**config.mk**
```make
export PLATFORM = sky130hd
export DESIGN_NAME = axis_fsb_bridge
export DESIGN_NICKNAME = d
export VERILOG_FILES = /design/src/rtl/axis_fsb_bridge.sv
export SDC_FILE = /design/constraint.sdc
export NUM_CORES = 2
export LEC_CHECK = 0
export ABC_AREA = 1
export CAP_MARGIN = 20
export CORE_ASPECT_RATIO = 0.8
export CORE_UTILIZATION = 25
export DETAILED_ROUTE_END_ITERATION = 8
export PLACE_DENSITY = 0.46
export SLEW_MARGIN = 20
export SYNTH_ARGS = -nofsm -noshare
export SYNTH_HDL_FRONTEND = slang
export SYNTH_SLANG_ARGS = --single-unit
```
**constraint.sdc**
```tcl
create_clock -name clk_i -period 3.3 [get_ports clk_i]
set_input_delay 0.66 -clock clk_i [delete_from_list [all_inputs] [get_ports clk_i]]
set_output_delay 0.66 -clock clk_i [all_outputs]
set_load 0.02 [all_outputs]
```
**src/rtl/axis_fsb_bridge.sv**
```systemverilog
// rtl/axis_fsb_bridge.sv - wide AXI-Stream to 80-bit FSB valid/ready bridge with RX packing and loopback
//
// Purpose:
//   TX: each accepted host beat is split into SLOTS slots. Each slot whose
//   first PKT_BYTES keep bytes are all set becomes one FSB packet. Slots are
//   sent lowest first. A slot with only some of those bytes set is dropped
//   and counted. A slot with none of them set is skipped.
//   RX: FSB packets are packed into wide beats. A partly filled beat is
//   flushed after FLUSH_TIMEOUT idle cycles.
//   Loopback: the TX slot stream feeds the RX packer and the FSB ports stay idle.
//
// Ports:
//   clk_i, resetn_i         clock, asynchronous active-low reset
//   loopback_i              1 = TX slots drive the RX packer internally
//   s_axis_*                host TX stream in (tlast ignored)
//   m_axis_*                host RX stream out (tlast = tvalid)
//   fsb_master_*            packets toward FSB
//   fsb_slave_*             packets from FSB
//   tx_drop_count_o         saturating count of partially-kept TX slots
//   rx_flush_count_o        saturating count of timeout-flushed RX beats

module axis_fsb_bridge #(
  parameter int AXIS_WIDTH    = 512,
  parameter int SLOT_WIDTH    = 128,
  parameter int FSB_WIDTH     = 80,
  parameter int FLUSH_TIMEOUT = 64,
  parameter int CNT_WIDTH     = 16
) (
  input  logic                      clk_i,
  input  logic                      resetn_i,
  input  logic                      loopback_i,
  input  logic                      s_axis_tvalid,
  output logic                      s_axis_tready,
  input  logic [AXIS_WIDTH-1:0]     s_axis_tdata,
  input  logic [AXIS_WIDTH/8-1:0]   s_axis_tkeep,
  input  logic                      s_axis_tlast,
  output logic                      m_axis_tvalid,
  input  logic                      m_axis_tready,
  output logic [AXIS_WIDTH-1:0]     m_axis_tdata,
  output logic [AXIS_WIDTH/8-1:0]   m_axis_tkeep,
  output logic                      m_axis_tlast,
  output logic                      fsb_master_v_o,
  output logic [FSB_WIDTH-1:0]      fsb_master_data_o,
  input  logic                      fsb_master_r_i,
  input  logic                      fsb_slave_v_i,
  input  logic [FSB_WIDTH-1:0]      fsb_slave_data_i,
  output logic                      fsb_slave_r_o,
  output logic [CNT_WIDTH-1:0]      tx_drop_count_o,
  output logic [CNT_WIDTH-1:0]      rx_flush_count_o
);

  localparam int SLOTS      = AXIS_WIDTH / SLOT_WIDTH;
  localparam int SLOT_BYTES = SLOT_WIDTH / 8;
  localparam int PKT_BYTES  = FSB_WIDTH / 8;
  localparam int KEEP_W     = AXIS_WIDTH / 8;
  localparam int IDX_W      = (SLOTS > 1) ? $clog2(SLOTS) : 1;
  localparam int IDLE_W     = $clog2(FLUSH_TIMEOUT + 1);
  localparam int PCNT_W     = $clog2(SLOTS + 1);
  localparam logic [IDX_W-1:0] LAST_IDX = IDX_W'(SLOTS - 1);

  function automatic logic [IDX_W-1:0] lowest_idx(input logic [SLOTS-1:0] m);
    lowest_idx = '0;
    for (int i = SLOTS - 1; i >= 0; i--) begin
      if (m[i]) lowest_idx = IDX_W'(i);
    end
  endfunction

  function automatic logic [CNT_WIDTH-1:0] sat_add(input logic [CNT_WIDTH-1:0] a,
                                                   input logic [PCNT_W-1:0]    b);
    logic [CNT_WIDTH:0] s;
    s = {1'b0, a} + (CNT_WIDTH+1)'(b);
    sat_add = s[CNT_WIDTH] ? '1 : s[CNT_WIDTH-1:0];
  endfunction

  // Held low through reset so both input readies rise only after release.
  logic run_q;

  // ---------------------------------------------------------------- TX path
  logic [AXIS_WIDTH-1:0] hold_data_q;
  logic [AXIS_WIDTH-1:0] tx_src;
  logic [SLOTS-1:0]      pend_q;
  logic [SLOTS-1:0]      pend_nx;
  logic [SLOTS-1:0]      pend_low;
  logic [SLOTS-1:0]      in_valid;
  logic [SLOTS-1:0]      in_part;
  logic [PCNT_W-1:0]     drop_n;
  logic [FSB_WIDTH-1:0]  tx_data_q;
  logic [FSB_WIDTH-1:0]  tx_data_nx;
  logic [CNT_WIDTH-1:0]  tx_drop_q;
  logic                  tx_v;
  logic                  tx_r;
  logic                  tx_hs;
  logic                  tx_acc;
  logic                  one_pending;
  logic                  rx_ready;

  always_comb begin
    in_valid = '0;
    in_part  = '0;
    drop_n   = '0;
    for (int i = 0; i < SLOTS; i++) begin
      in_valid[i] = &s_axis_tkeep[i*SLOT_BYTES +: PKT_BYTES];
      in_part[i]  = (|s_axis_tkeep[i*SLOT_BYTES +: PKT_BYTES]) & ~in_valid[i];
      drop_n      = drop_n + PCNT_W'(in_part[i]);
    end
  end

  assign tx_v        = |pend_q;
  assign pend_low    = pend_q & (~pend_q + SLOTS'(1));
  assign one_pending = tx_v & ((pend_q & (pend_q - SLOTS'(1))) == '0);
  assign tx_r        = loopback_i ? rx_ready : fsb_master_r_i;
  assign tx_hs       = tx_v & tx_r;
  // Taking a new beat while the last pending slot leaves avoids a bubble.
  assign s_axis_tready = run_q & (~tx_v | (one_pending & tx_hs));
  assign tx_acc        = s_axis_tvalid & s_axis_tready;

  // The packet output is a register. Compute the next mask and pre-select
  // the slot it will present.
  always_comb begin
    pend_nx    = pend_q;
    tx_src     = hold_data_q;
    tx_data_nx = '0;
    if (tx_acc) begin
      pend_nx = in_valid;
      tx_src  = s_axis_tdata;
    end else if (tx_hs) begin
      pend_nx = pend_q & ~pend_low;
    end
    if (|pend_nx) begin
      tx_data_nx = tx_src[lowest_idx(pend_nx)*SLOT_WIDTH +: FSB_WIDTH];
    end
  end

  always_ff @(posedge clk_i or negedge resetn_i) begin
    if (!resetn_i) begin
      run_q       <= 1'b0;
      pend_q      <= '0;
      hold_data_q <= '0;
      tx_data_q   <= '0;
      tx_drop_q   <= '0;
    end else begin
      run_q     <= 1'b1;
      pend_q    <= pend_nx;
      tx_data_q <= tx_data_nx;
      if (tx_acc) begin
        hold_data_q <= s_axis_tdata;
        tx_drop_q   <= sat_add(tx_drop_q, drop_n);
      end
    end
  end

  assign fsb_master_v_o    = tx_v & ~loopback_i;
  assign fsb_master_data_o = tx_data_q;
  assign tx_drop_count_o   = tx_drop_q;

  // ---------------------------------------------------------------- RX path
  logic [IDX_W-1:0]      idx_q;
  logic [IDLE_W-1:0]     idle_q;
  logic [AXIS_WIDTH-1:0] buf_data_q;
  logic [AXIS_WIDTH-1:0] buf_wr_data;
  logic [KEEP_W-1:0]     buf_keep_q;
  logic [KEEP_W-1:0]     buf_wr_keep;
  logic                  out_v_q;
  logic [AXIS_WIDTH-1:0] out_data_q;
  logic [KEEP_W-1:0]     out_keep_q;
  logic [CNT_WIDTH-1:0]  rx_flush_q;
  logic                  rx_in_v;
  logic [FSB_WIDTH-1:0]  rx_in_data;
  logic                  rx_acc;
  logic                  commit_ok;
  logic                  at_last;
  logic                  idle_expired;
  logic                  full_commit;
  logic                  flush_commit;

  assign commit_ok  = ~out_v_q | m_axis_tready;
  assign at_last    = (idx_q == LAST_IDX);
  // Stall only the packet that would complete a beat with nowhere to go.
  assign rx_ready   = run_q & ~(at_last & ~commit_ok);
  assign rx_in_v    = loopback_i ? tx_v : fsb_slave_v_i;
  assign rx_in_data = loopback_i ? tx_data_q : fsb_slave_data_i;
  assign rx_acc     = rx_in_v & rx_ready;
  assign fsb_slave_r_o = rx_ready & ~loopback_i;

  // The idle counter saturates at FLUSH_TIMEOUT. While saturated, the flush
  // waits for the output register. An accepted packet always takes
  // priority over an expiring timer.
  assign idle_expired = (idle_q >= IDLE_W'(FLUSH_TIMEOUT - 1));
  assign full_commit  = rx_acc & at_last;
  assign flush_commit = ~rx_acc & (idx_q != '0) & idle_expired & commit_ok;

  always_comb begin
    buf_wr_data = buf_data_q;
    buf_wr_keep = buf_keep_q;
    for (int i = 0; i < SLOTS; i++) begin
      if (idx_q == IDX_W'(i)) begin
        buf_wr_data[i*SLOT_WIDTH +: SLOT_WIDTH] = SLOT_WIDTH'(rx_in_data);
        for (int j = 0; j < PKT_BYTES; j++) begin
          buf_wr_keep[i*SLOT_BYTES + j] = 1'b1;
        end
      end
    end
  end

  always_ff @(posedge clk_i or negedge resetn_i) begin
    if (!resetn_i) begin
      idx_q      <= '0;
      idle_q     <= '0;
      buf_data_q <= '0;
      buf_keep_q <= '0;
      out_v_q    <= 1'b0;
      out_data_q <= '0;
      out_keep_q <= '0;
      rx_flush_q <= '0;
    end else begin
      if (full_commit) begin
        out_v_q    <= 1'b1;
        out_data_q <= buf_wr_data;
        out_keep_q <= buf_wr_keep;
        buf_data_q <= '0;
        buf_keep_q <= '0;
        idx_q      <= '0;
      end else if (flush_commit) begin
        out_v_q    <= 1'b1;
        out_data_q <= buf_data_q;
        out_keep_q <= buf_keep_q;
        buf_data_q <= '0;
        buf_keep_q <= '0;
        idx_q      <= '0;
        rx_flush_q <= sat_add(rx_flush_q, PCNT_W'(1));
      end else begin
        if (out_v_q && m_axis_tready) out_v_q <= 1'b0;
        if (rx_acc) begin
          buf_data_q <= buf_wr_data;
          buf_keep_q <= buf_wr_keep;
          idx_q      <= idx_q + IDX_W'(1);
        end
      end

      if (rx_acc || (idx_q == '0) || flush_commit) begin
        idle_q <= '0;
      end else if (idle_q != IDLE_W'(FLUSH_TIMEOUT)) begin
        idle_q <= idle_q + IDLE_W'(1);
      end
    end
  end

  assign m_axis_tvalid    = out_v_q;
  assign m_axis_tdata     = out_data_q;
  assign m_axis_tkeep     = out_keep_q;
  assign m_axis_tlast     = out_v_q;
  assign rx_flush_count_o = rx_flush_q;

  // tlast has no FSB meaning. Keep bytes beyond each packet are don't-care.
  logic unused_inputs;
  assign unused_inputs = ^{s_axis_tlast, s_axis_tkeep};

endmodule
```
Yosys cells after proc, flatten, opt, wreduce, memory -nomap -nowiden. Cells that the tools add are included.

Logic and storage cells: 126. Output and inout bits: 693. Bits in latches: 0. Flip-flop bits (word level): 1791. RAM bits: 0. Memory bits (read-only): 0. Memories: 0. Input bits: 664.

Div/mod/pow operators: 0. $add $sub $neg: 9. $lt $le $gt $ge: 1. Bitwise gates (word level): 36. Multipliers: 0. Reductions and logical operators: 21. Equal/unequal tests: 4. Multiplexer cells: 40. Shift-type cells: 1.

Operators by type and width (number): 512-bit 2-to-1 mux (6); 128-bit 2-to-1 mux (4); 512-bit by 10-bit indexed part select with 80-bit output (1); 64-bit 2-to-1 mux (4); 80-bit 2-to-1 mux (2); 58-bit 2-to-1 mux (1); 10-bit 2-to-1 mux (4); 10-bit AND reduction (4); 10-bit OR reduction (4); 16-bit 2-to-1 mux (2); 1-bit AND (18); 16-bit by 1-bit adder with 17-bit output (second input constant) (1); 16-bit by 3-bit adder with 17-bit output (1); 2-bit 2-to-1 mux (8); 7-bit 2-to-1 mux (2); 4-bit AND (3); 1-bit NOT (11); 4-bit 2-to-1 mux (2); 4-bit NOT (2); 4-bit OR reduction (2); 7-bit by 1-bit adder with 7-bit output (second input constant) (1); 7-bit by 6-bit greater-or-equal comparator with 1-bit output (second input constant) (1); 7-bit != test (second input constant) (1); 2-bit nonzero test (3); 16 further kinds (24).

Logic depth before layout (Yosys ltp).
Depth after elaboration: 20. Gate-level depth with buffers: 19. Depth with buffers taken out: 18.

Worst setup path after synthesis. No wires, ideal clock.

Path kind: input-to-reg. Start point: in s_axis_tkeep[0]. End point: reg tx_drop_q[11] (netlist: tx_drop_count_o[11]). Arrival: 3.386 ns. Cell stages on the path: 17. Buffers on the path: 0. Required time: 3.231 ns. Slack: -0.154 ns. Setup time: 0.069 ns. Cells stage by stage: nand2_1 nor4_1 a31o_2 fa_1 fa_1 inv_1 fa_1 inv_1 nor4_1 inv_1 nor3_1 inv_1 nor2_1 nand3_1 nor2_2 inv_1 nand3_1.

Longest elaborated chain between the ends: 8. Elaborated cells on any way between the ends: 9. Those cells by class: 4 x add/sub; 1 x mux; 2 x bitwise; 2 x reduce/logical.

RTL lines: start, declared (line 35) `input logic [AXIS_WIDTH/8-1:0] s_axis_tkeep,`; 10-bit AND reduction (line 102) `in_valid[i] = &s_axis_tkeep[i*SLOT_BYTES +: PKT_BYTES];`; 1-bit NOT (line 103) `in_part[i] = (|s_axis_tkeep[i*SLOT_BYTES +: PKT_BYTES]) & ~in_valid[i];`; 1-bit AND (*) (line 103); 1-bit by 1-bit adder with 2-bit output (*) (line 104) `drop_n = drop_n + PCNT_W'(in_part[i]);`; 2-bit by 1-bit adder with 3-bit output (*) (line 104); 3-bit by 1-bit adder with 3-bit output (*) (line 104); 16-bit by 3-bit adder with 17-bit output (*) (line 71) `s = {1'b0, a} + (CNT_WIDTH+1)'(b);`; 16-bit 2-to-1 mux (*) (line 72) `sat_add = s[CNT_WIDTH] ? '1 : s[CNT_WIDTH-1:0];`; end signal, assigned (line 147) `tx_drop_q <= sat_add(tx_drop_q, drop_n);`; end, declared (line 89) `logic [CNT_WIDTH-1:0] tx_drop_q;`.

Every way passes the cells marked *; elsewhere a longest branch is shown, timed or not. A chain may end at the register's enable or synchronous reset.

Worst setup path in the final report.
Start point: in s_axis_tkeep[8]. End point: reg tx_drop_q[7] (netlist: tx_drop_count_o[7]).

Same word-level chain as after synthesis.

==> flow_metrics.tcl <==
set metrics [dict create \
    start_kind "primary input" \
    fmax_ghz 0.303 \
    fin_crit_sh_pct 100 \
    power_density_mw_per_mm2 836 \
    htreeDepth 4 \
    instances_no_fill 12570 \
    end_kind "flip-flop" \
    drc 0 \
    worstMarginPinSlew_ns 1.27 \
    final_nets 9610 \
    die_w_microns 579 \
    layout-drive-gt1-share_pct 9.70 \
    hold_path_depth 3 \
    synth_warnings 0 \
    numCtsBuffers 183 \
    synth.distinct_cells 47 \
    async_flop_share_pct 100 \
    clock-sinks 1551 \
    fin_crit_ns 3.30 \
    leakage_uw 0.0424 \
    violations "setup timing" \
    dp_cells 12225 \
    slew_headroom_pct 15.5 \
    critPathSlowestCell "fa_1" \
    avgSynthCellArea_sq_um 8.70 \
    synth_edf_count 0 \
    cts_tree "done" \
    hpwlAfterDp_microns 225000 \
    io_buffers 1115 \
    die_area_sq_mm 0.268 \
    rr_worst_depth 15 \
    worstPathRequired_ns 4.05 \
    skew_ns 0.0502 \
    area_growth_pct 37.8 \
    path_max_fanout 5 \
    setup_ws_ns -0.000424 \
    core-area_sq_mm 0.263 \
    drv_slew 0 \
    finalHoldViolations 0 \
    drt_first_pass_iters 6 \
    drt-wirelength-per-cell_microns 23.8 \
    routed_wl_microns 299000 \
    dpl_worst_slack_ns -1.44 \
    clock-root-buffer "clkbuf_16" \
    track_usage_pct 21.9 \
    drv_cap 0 \
    cp_cell_sequence "buf_6, nand4_1, nor4_4, a31o_2, fa_1, fa_2, inv_2, fa_2, inv_2, nor4_2, inv_1, nor3_2, inv_1, nor2_4, nand3_4, nor2_4, a21oi_1, o21ai_1" \
    status "finished, violations left" \
    core.rowCount 168 \
    gr-total-overflow 0 \
    cp_data_arrival_time_ns 4.05 \
    clk_pin_slew_ns 0.06 \
    rsz0062_at_grt "yes" \
    setup_viol_count_final 1 \
    synth-seq-cells 1551 \
    viasPerCell 4.69 \
    vias 58961 \
    grt_pass1_vias 57619 \
    fill_cells 26943 \
    clockBufferDepth 4 \
    yosysSeqAreaShare_pct 58.3 \
    postRouteAntennaNets 0 \
    io_pins 1357 \
    rrSetupSlack_ns 0.15 \
    gp_congestion 0.887 \
    whs_ns 0.382 \
    initial_utilization_pct 25.3 \
    grt_max_degree 161 \
    hold_path_class "primary input to flip-flop" \
    synthesis.instances 7648 \
    whs_endpoint "hold_data_q[132]" \
    setup-tns-final_ns -0.000424 \
    drt_iter0_drc 4817 \
    min-delay-start "s_axis_tdata[132]" \
    r2r-start "tx_drop_count_o[0]" \
    antenna_found_initial 74 \
    clk_latency_ns 0.83 \
    die_height_microns 463 \
    syn-cell-area_sq_mm 0.0665 \
    synthFlopType "dfrtp_1" \
    ir_drop_mv 0.632 \
    regToRegEndpoint "tx_drop_count_o[7]" \
    path_class "primary input to flip-flop" \
    cp_slowest_stage_delay_ns 0.46 \
    finalPower_uw 76600 \
    grt_pass1_wl_microns 426000 \
]
-- cells in the mapped netlist, types with 2 or more instances --
master    number  area (sq um)
nand2_1     2247          8430
dfrtp_1     1551         38800
inv_1        829          3110
o21ai_0      723          3620
nand3_1      604          3020
nor2_1       486          1820
clkbuf_1     276          1040
o211ai_1     241          1810
buf_2        179           896
a211oi_1      80           601
mux2i_1       80           801
o221ai_1      80           701
o21a_1        42           315
buf_1         32           120
buf_4         30           225
a21oi_1       25           125
o21ai_1       22           110
buf_6         15           169
nor3_1        14          70.1
nand4_1       13          81.3
nor4_1        13          81.3
ha_1           8           100
or2_2          8          50.1
inv_2          7          26.3
xor2_1         6          52.6
nor2_2         4          25.0
clkbuf_2       3          15.0
fa_1           3          60.1
a31o_2         2          17.5
clkinv_1       2          7.51
conb_1         2          7.51
nand2_2        2          12.5
nand2_4        2          22.5
nor3b_1        2          15.0
or2_1          2          12.5
xnor2_1        2          17.5
-- area by class of cell --
cell class | instances | area [sq um] | share of cell area, %
Clock inverter | 58 | 798 | 0.871
Tap cell | 3485 | 4360 | 4.76
Sequential cell | 1551 | 38800 | 42.3
Inverter | 838 | 3190 | 3.48
Timing Repair Buffer | 1615 | 16700 | 18.2
Antenna cell | 22 | 55.1 | 0.0601
Multi-Input combinational cell | 4746 | 22400 | 24.5
Clock buffer | 255 | 5300 | 5.79
-- flip-flops by register name (all words and copies together) (netlist names), 7 cells and up --
signal / count
buf_data_q: 512
m_axis_tdata: 512
hold_data_q: 320
fsb_master_data_o: 80
buf_keep_q: 40
m_axis_tkeep: 40
rx_flush_count_o: 16
tx_drop_count_o: 16
idle_q: 7
-- report_power, final --
| part | switching [uW] | internal (uW) |
|---|---|---|
| combinational | 15200 | 10500 |
| sequential | 4860 | 25100 |
| clock | 8530 | 12500 |
| total | 28600 | 48100 |
-- worst max-delay path by stage --
stage	depth (start not counted)	start	to	slack [ns]
3_3_place_gp	18	s_axis_tkeep[2]	tx_drop_count_o[14]	-1.49
2_1_floorplan	17	s_axis_tkeep[8]	tx_drop_count_o[11]	0.0006
4_1_cts	18	s_axis_tkeep[6]	tx_drop_count_o[14]	0.002
5_1_grt	18	s_axis_tkeep[8]	tx_drop_count_o[3]	-0.13
3_5_place_dp	19	s_axis_tkeep[2]	tx_drop_count_o[14]	-1.44
6_report	18	s_axis_tkeep[8]	tx_drop_count_o[7]	-0.0004
-- worst max-delay path, delay by kind of cell --
kind	cells	cell delay, ns
buffers and inverters	5	0.38
adder cells (fa/ha/maj)	3	1.07
AO/OA/AOI/OAI	3	0.31
AND/OR/NAND/NOR	7	1.63
-- layout by cell type (no fill, tap or decap), types with 185 or more instances in the layout --
cell type	n
clkdlybuf4s50_1	1091
nand2_1	2235
nor2_1	479
clkbuf_16	185
o21ai_0	719
buf_4	358
dfrtp_1	1550
inv_1	820
o211ai_1	241
nand3_1	599
-- logic make-up (layout without fill, tap and decap cells) --
kind of cell             Yosys count  count (layout)  share of synthesized area [%]
multiplexers                      81              81                           1.22
other                              2              47                         0.0113
XOR/XNOR                           8               8                          0.105
buffers and inverters           1374            2766                           8.45
AND/OR/NAND/NOR                 3402            3402                           20.6
adder cells (fa/ha/maj)           11              11                          0.241
flip-flops                      1551            1551                           58.3
AO/OA/AOI/OAI                   1219            1219                           11.0
-- stage by stage --
| step | util (%) | cell area (sq um) |
|---|---|---|
| 2_1_floorplan | - | 66600 |
| 3_3_place_gp | 32.4 | 85300 |
| 3_5_place_dp | 32.4 | 85300 |
| 4_1_cts | 34.8 | 91500 |
| 5_1_grt | 34.8 | 91600 |
| 6_report | 34.8 | 91700 |
-- repair_timing --
item	CTS	global route
setup buffers	3	6
resized for setup	19	63
pin swaps	7	20
hold buffers	1	0
endpoints found under the hold margin	72	0
endpoints found under the setup margin	18	19
-- metal layers --
metal	GRT usage (%)	share of wire, %
met1	30.7	46
met4	7.62	3.9
met5	0	0.14
met3	5.19	7.5
met2	32.6	43
Note: power is estimated with default switching activity, not from simulation.
